<file path="config.mk">
export PLATFORM = sky130hd
export DESIGN_NAME = flit_splitter
export DESIGN_NICKNAME = d
export VERILOG_FILES = /design/src/rtl/flit_splitter.sv
export SDC_FILE = /design/constraint.sdc
export NUM_CORES = 1
export LEC_CHECK = 0
export BUFFER_PORTS_ARGS = -buffer_cell sky130_fd_sc_hd__buf_4
export CAP_MARGIN = 10
export CORE_MARGIN = 1.5
export CORE_UTILIZATION = 55
export DETAILED_ROUTE_END_ITERATION = 16
export PLACE_DENSITY = 0.7
export SYNTH_ARGS = -nofsm -noshare
export SYNTH_HDL_FRONTEND = slang
export SYNTH_SLANG_ARGS = --single-unit
export TNS_END_PERCENT = 10
</file>
<file path="constraint.sdc">
create_clock -name clk -period 11.8 [get_ports clk]
set_input_delay 0.59 -clock clk [delete_from_list [all_inputs] [get_ports clk]]
set_output_delay 0.59 -clock clk [all_outputs]
set_load 0.01 [all_outputs]
</file>
<file path="src/rtl/flit_splitter.sv">
// Packet FIFO + serialiser: buffers whole request packets and emits them as
// MSB-chunk-first flits with a valid/ready output. SPLITTER_PARITY_EN appends an even-parity LSB.
module flit_splitter #(
  parameter int NODE_ID         = 0,
  parameter int MESH_COLS       = 3,
  parameter int MESH_ROWS       = 3,
  parameter int PAYLOAD_W       = 64,
  parameter int FLIT_DATA_W     = 16,
  parameter int QUEUE_DEPTH     = 8,
  parameter int PACKET_ID_WIDTH = 5,
  localparam int NODE_COUNT = MESH_COLS * MESH_ROWS,
  localparam int DEST_W     = (NODE_COUNT > 1) ? $clog2(NODE_COUNT) : 1,
  localparam int FLITS      = PAYLOAD_W / FLIT_DATA_W,
  localparam int MAX_DIM    = (MESH_COLS > MESH_ROWS) ? MESH_COLS : MESH_ROWS,
  localparam int CW         = (MAX_DIM > 2) ? $clog2(MAX_DIM) : 1,
  localparam int IDX_W      = (FLITS > 2) ? $clog2(FLITS) : 1,
  localparam int FLIT_W     = 1 + 2*CW + FLIT_DATA_W + 3 + PACKET_ID_WIDTH + 2*CW + IDX_W,
  localparam int OCC_W      = $clog2(QUEUE_DEPTH) + 1,
`ifdef SPLITTER_PARITY_EN
  localparam int OUT_W      = FLIT_W + 1
`else
  localparam int OUT_W      = FLIT_W
`endif
) (
  input  logic                       clk,
  input  logic                       rst_n,
  input  logic                       ce,
  input  logic [PAYLOAD_W-1:0]       in_data,
  input  logic [2:0]                 in_instr,
  input  logic [DEST_W-1:0]          in_dest,
  input  logic [PACKET_ID_WIDTH-1:0] in_id,
  input  logic                       in_valid,
  output logic                       in_ready,
  output logic [OUT_W-1:0]           out_flit,
  output logic                       out_valid,
  input  logic                       out_ready,
  output logic [OCC_W-1:0]           occupancy
);
  localparam int AW = OCC_W - 1;

  typedef struct packed {
    logic [PAYLOAD_W-1:0]       data;
    logic [2:0]                 instr;
    logic [PACKET_ID_WIDTH-1:0] id;
    logic [2*CW-1:0]            dest;
  } pkt_t;

  // Linear node index -> {x,y}; out-of-mesh indices map to all-ones.
  function automatic logic [2*CW-1:0] xy_enc(input int d);
    int x, y;
    if (d >= NODE_COUNT) return '1;
    x = d % MESH_COLS;
    y = d / MESH_COLS;
    return {x[CW-1:0], y[CW-1:0]};
  endfunction

  localparam logic [2*CW-1:0] SRC_XY = xy_enc(NODE_ID);

  pkt_t                               mem [QUEUE_DEPTH];
  pkt_t                               wr_pkt, hd_pkt;
  logic [AW-1:0]                      head, tail;
  logic [AW:0]                        count;
  logic [IDX_W-1:0]                   idx;
  logic                               push, pop, load, drain, last;
  logic [FLITS-1:0][FLIT_DATA_W-1:0]  chunks;
  logic [FLIT_W-1:0]                  nxt_flit;
  logic [OUT_W-1:0]                   nxt_out;

  assign in_ready  = (count != (AW+1)'(QUEUE_DEPTH));
  assign occupancy = count;
  assign push      = ce & in_valid & in_ready;

  assign wr_pkt.data  = in_data;
  assign wr_pkt.instr = in_instr;
  assign wr_pkt.id    = in_id;
  assign wr_pkt.dest  = xy_enc(int'(in_dest));

  always_ff @(posedge clk)
    if (push) mem[tail] <= wr_pkt;

  assign hd_pkt = mem[head];

  for (genvar k = 0; k < FLITS; k++) begin : g_chunk
    assign chunks[k] = hd_pkt.data[PAYLOAD_W-1-k*FLIT_DATA_W -: FLIT_DATA_W];
  end

  // Output register refills whenever it is empty or its flit is being taken.
  assign load  = ce & (count != '0) & (~out_valid | out_ready);
  assign last  = (idx == IDX_W'(FLITS - 1));
  assign pop   = load & last;
  assign drain = ce & out_valid & out_ready & (count == '0);

  assign nxt_flit = {1'b1, hd_pkt.dest, chunks[idx], hd_pkt.instr, hd_pkt.id, SRC_XY, idx};
`ifdef SPLITTER_PARITY_EN
  assign nxt_out = {nxt_flit, ^nxt_flit};
`else
  assign nxt_out = nxt_flit;
`endif

  always_ff @(posedge clk or negedge rst_n) begin
    if (!rst_n) begin
      head  <= '0;
      tail  <= '0;
      count <= '0;
      idx   <= '0;
    end else begin
      if (push) tail <= tail + 1'b1;
      if (pop)  head <= head + 1'b1;
      if (push & ~pop)      count <= count + 1'b1;
      else if (pop & ~push) count <= count - 1'b1;
      if (load) idx <= last ? '0 : idx + 1'b1;
    end
  end

  always_ff @(posedge clk or negedge rst_n) begin
    if (!rst_n) begin
      out_valid <= 1'b0;
      out_flit  <= '0;
    end else if (load) begin
      out_valid <= 1'b1;
      out_flit  <= nxt_out;
    end else if (drain) begin
      out_valid <= 1'b0;
      out_flit  <= '0;
    end
  end
endmodule

</file>
Word-level counts from Yosys, hierarchy flattened
Memories as Yosys holds them, arrays and structs flattened.
Cells that the tools add are included.
{"block": "word_totals", "mem_count": 1, "input_bits": 81, "ramBits": 608, "word_cells": 50, "ff_bits": 48}
{"block": "op_classes", "bitwise": 14, "order_cmp": 2, "add_sub_neg": 5, "div_mod_pow": 2, "mux": 14, "n_reduce_logical": 4, "eq_ne": 2}
{"name": "mem", "words": 8, "width": 76, "rd": 1, "rd_clocked_by_memory_dff": 0, "wr": 1, "line": "59", "rtl": "pkt_t mem [QUEUE_DEPTH];"}
{"operator": "$mux 35", "n": 2}
{"operator": "$bmux 16 s2", "n": 1}
{"operator": "$div 5x3->32 const B", "n": 1}
{"operator": "$mod 5x3->32 const B", "n": 1}
{"operator": "$mux 16", "n": 1}
{"operator": "$mux 4", "n": 4}
{"operator": "$and 1x1->1", "n": 10}
{"operator": "$add 3x1->3 const B", "n": 2}
{"operator": "$mux 1", "n": 5}
{"operator": "$add 4x1->4 const B", "n": 1}
{"operator": "$ge 4x4->1 const B", "n": 1}
{"operator": "$logic_not 4->1", "n": 1}
{"operator": "$ne 4x4->1 const B", "n": 1}
{"operator": "$reduce_bool 2->1", "n": 2}
{"operator": "$reduce_bool 4->1", "n": 1}
{"operator": "$sub 4x1->4 const B", "n": 1}
{"operator": "$lt 2x3->1 const B", "n": 1}
{"operator": "$not 1->1", "n": 3}
{"operator": "$add 2x1->2 const B", "n": 1}
{"operator": "$eq 2x2->1 const B", "n": 1}
{"operator": "$mux 2", "n": 1}
{"operator": "$or 1x1->1", "n": 1}

Depth between registers and ports, before layout
{"block": "logic_depth", "word_depth": 7, "depth_mapped": 12, "mapped_depth_nobuf": 11}

Worst setup path before layout
Ideal clock, no wire load.
{"block": "synth_timing", "kind": "register -> register", "from": "register count[0], in the netlist occupancy[0]", "to": "memory mem[0][0] (netlist name) (enable)", "setup_ns": 0.603, "path_stages_with_launch": 7, "slack_ns": 4.841, "arrival_time_ns": 6.356, "cell_sequence": "dfrtp_1 > nor3_1 > nand2_1 > and3_1 > clkbuf_1 > nand2b_1 > nor3_1"}
{"block": "synth_via", "elab_chain_cells": 4}
{"item": "from (decl)", "line": "62", "rtl": "logic [AW:0] count;"}
{"item": "from (signal assigned)", "line": "109", "rtl": "if (push & ~pop) count <= count + 1'b1;"}
{"item": "from (signal assigned)", "line": "110", "rtl": "else if (pop & ~push) count <= count - 1'b1;"}
{"item": "$ne 4x4->1", "line": "69", "rtl": "assign in_ready = (count != (AW+1)'(QUEUE_DEPTH));"}
{"item": "named net in_ready", "line": "33", "rtl": "output logic in_ready,"}
{"item": "$and 1x1->1", "line": "71", "rtl": "assign push = ce & in_valid & in_ready;"}
{"item": "named net push", "line": "64", "rtl": "logic push, pop, load, drain, last;"}
{"item": "$mux 1", "line": "79", "rtl": "if (push) mem[tail] <= wr_pkt;"}
{"item": "$mux 1 (implied by the code)", "line": "79"}
{"item": "to (decl)", "line": "59"}
The timed path passes the listed nets, and every way through them passes these cells.

Worst setup path after layout
{"block": "layout_timing", "from": "register head[0]", "to": "register out_flit[18]"}
{"block": "layout_via", "elab_chain_cells": 4}
{"item": "from (decl)", "line": "61", "rtl": "logic [AW-1:0] head, tail;"}
{"item": "from (signal assigned)", "line": "108", "rtl": "if (pop) head <= head + 1'b1;"}
{"item": "$mem_v2 8x76"}
{"item": "$bmux 16 s2", "line": "93", "rtl": "assign nxt_flit = {1'b1, hd_pkt.dest, chunks[idx], hd_pkt.instr, hd_pkt.id, SRC_XY, idx};"}
{"item": "$mux 16 (implied by the code)", "line": "93"}
{"item": "$mux 35", "line": "119", "rtl": "end else if (load) begin"}
{"item": "to (signal assigned)", "line": "121", "rtl": "out_flit <= nxt_out;"}
{"item": "to (decl)", "line": "34", "rtl": "output logic [OUT_W-1:0] out_flit,"}
Every way passes these cells. The select of a mux whose other input is x is not followed.
A chain may end at the register's enable or synchronous reset.

==> results.cfg <==
[outcome]
status = finished, final reports clean

[global_routing]
grt_usage_pct = 22.44
grt_pass1_vias = 12369
grt_pass1_wl_mm = 77.23
antenna_found_initial = 8
grt_max_degree = 59
grt-ovfl-total = 0

[routing]
drc_errors = 0
dr.pass1.iters = 5
postRouteAntennaNets = 0
vias = 11813
drt-initial-drc-count = 1075
post_drt_wl_per_cell_um = 26.07
wl_mm = 50.50
viasPerCell = 6.099

[clocking]
cts_buffer_depth = 3
cts_buffers = 66
cts_tree = built
clkLatencyLatePin_ns = 0.58
root_buffer = clkbuf_16
cts_setup_buffers = 0
htreeDepth = 3
cts.clk_slew.worst_paths_ns = 0.06
cts_sinks = 651
cts_resized = 0
postCtsHoldBufs = 0

[synthesis]
synth_edf_count = 608
syn_area_per_cell_um2 = 22.11
yosysWarnings = 0
synthTopCellsByArea = edfxtp_1 73%, mux4_2 14%, dfrtp_1 4.3%
ys_ff_latch = 651
synth_cells = 1133
ys_seq_area_share_pct = 77.17
yosysTopAreaCellShare_pct = 72.87
netlist_area_um2 = 25050
yosys.area.top_type = edfxtp_1
ys_types = 45
synthFlopType = edfxtp_1
async_flop_share_pct = 6.605

[power]
p_leak_uw = 0.009377
total_power_uw = 6577
vdd_ir_drop_max_v = 0.0001135
power.density_nw_per_um2 = 229.3

[floorplanning]
rows = 78
die_w_um = 216.4
die_area_um2 = 46840
core_area_um2 = 45190
initial_core_util_pct = 55.45
ioPinCount = 122
chipHeight_um = 216.4

[layout]
drive_gt1_share_pct = 31.48
layout.nets = 1371
syn2layout_area_growth_pct = 14.48
stdcell_count = 1937
utilization_pct = 63.48

[timing]
fin_skew_ns = 0.01995
slew_viol_final = 0
setup_violations = 0
fin_crit_sh_pct = 28.70
max_slew_margin_pct = 29.15
hold_violations = 0
period_minus_slack_ns = 3.387
tightest_slew_ns = 1.060
rsz0062_at_grt = no
whs_ns = 0.06611
finalSetupTns_ns = 0
max_freq_mhz = 295.2

[run]
maxCapViolations = 0

[critical_path]
path_class = reg2reg
crit_path_start_kind = flip-flop
cp.arrival_ns = 3.82
critical_path.max_fanout = 43
r2r_slack_ns = 8.41
endpoint_kind = flip-flop
cp.required_ns = 12.23

[min_path]
hp-class = in2async

[place]
routabilityCongestion = 0.7670
dp_hpwl_mm = 27.86
portBuffers = 117
placed_cells = 1811
==> synthesized netlist by cell type, types with 10 or more instances <==
| library cell | n |
|---|---|
| buf_4 | 19 |
| buf_2 | 21 |
| o21ai_0 | 16 |
| dfrtp_1 | 43 |
| nand3_1 | 19 |
| nand2_1 | 40 |
| a22oi_1 | 17 |
| ha_1 | 10 |
| a2bb2oi_1 | 10 |
| nor2_1 | 21 |
| edfxtp_1 | 608 |
| a21oi_1 | 12 |
| o2111ai_1 | 10 |
| mux4_2 | 152 |
| mux2_2 | 19 |
| mux2i_1 | 33 |
| clkbuf_1 | 11 |
==> cell usage in the layout (no fill, tap or decap), drive strengths merged, types with 9 or more instances in the layout <==
cell / count
a22oi: 17
o21ai: 16
nand3: 20
a21o: 9
clkinv: 21
mux4: 152
nor2: 21
buf: 139
o2111ai: 10
ha: 10
clkbuf: 89
dfrtp: 43
a2bb2oi: 10
edfxtp: 608
nand2: 40
mux2: 19
mux2i: 33
a21oi: 12
==> final timing paths <==
kind	start	to	cells after the start
worst max-delay path	head[0]	out_flit[18]	5
worst min-delay path	rst_n	out_flit[19]	1
worst max register to register	head[0]	out_flit[18]	5
worst min register to register	out_flit[12]	out_flit[12]	2
max in group asynchronous	rst_n	head[1]	1
min in group clk	in_data[0]	mem[6][12]	1
==> layout make-up <==
cell class / count / area [um2]
diodes: 6 / 15.01
clock buffers: 89 / 1832
clock inverters: 31 / 304.0
fillers: 3029 / 16500
inverters: 3 / 11.26
multi-input cells: 418 / 5384
flip-flops and latches: 651 / 19340
well taps: 600 / 750.7
repair buffers: 139 / 1044
==> flip-flops by register name (all words and copies together), names as in the netlist <==
register,count
head,3
idx,2
mem,608
out_flit,31
tail,3
occupancy,4
==> per-stage QoR <==
stage	worst slack, ns	instance area [um2]
after floorplan	4.841	25070
after global placement	8.334	26530
after detailed placement	8.312	26530
after CTS	8.321	28670
after global routing	8.143	28670
final	8.413	28680
==> power breakdown <==
| group | leakage, uW | switching [uW] | internal [uW] |
|---|---|---|---|
| clock | 0.00104 | 827 | 1220 |
| combinational | 0.00232 | 777 | 783 |
| sequential | 0.00601 | 195 | 2770 |
==> cells by family (layout without fill, tap and decap cells) <==
kind of cell               Yosys count  after routing  share of synthesized area [%]
buffers and inverters               67            262                          1.608
DFF                                651            651                          77.17
other                                1             10                        0.01497
adders and majority gates           11             11                         0.5793
AOI/OAI and AO/OA                   88             88                          2.507
xor gates and xnor gates             9              9                         0.3146
and+or+nand+nor                    102            102                          1.973
muxes                              204            204                          15.84
==> routing by layer <==
metal | part of all wire [%] | wire length [um] | vias to the layer above | track usage [%]
met4 | 1.9 | 938 | 4 | 6.759
li1 | - | - | 5042 | -
met5 | 0.050 | 25 | - | 0
met2 | 48 | 24410 | 420 | 34.64
met1 | 42 | 21380 | 6284 | 32.80
met3 | 7.4 | 3739 | 63 | 4.730
==> worst max-delay path, cell delays in order (launching register included) <==
cell	delay, ns
dfrtp_4	0.95
buf_4	0.78
mux4_2	0.59
mux2i_1	0.40
a2bb2oi_1	0.29
o2111ai_1	0.15
No activity file was read; power rests on OpenSTA's default activity.
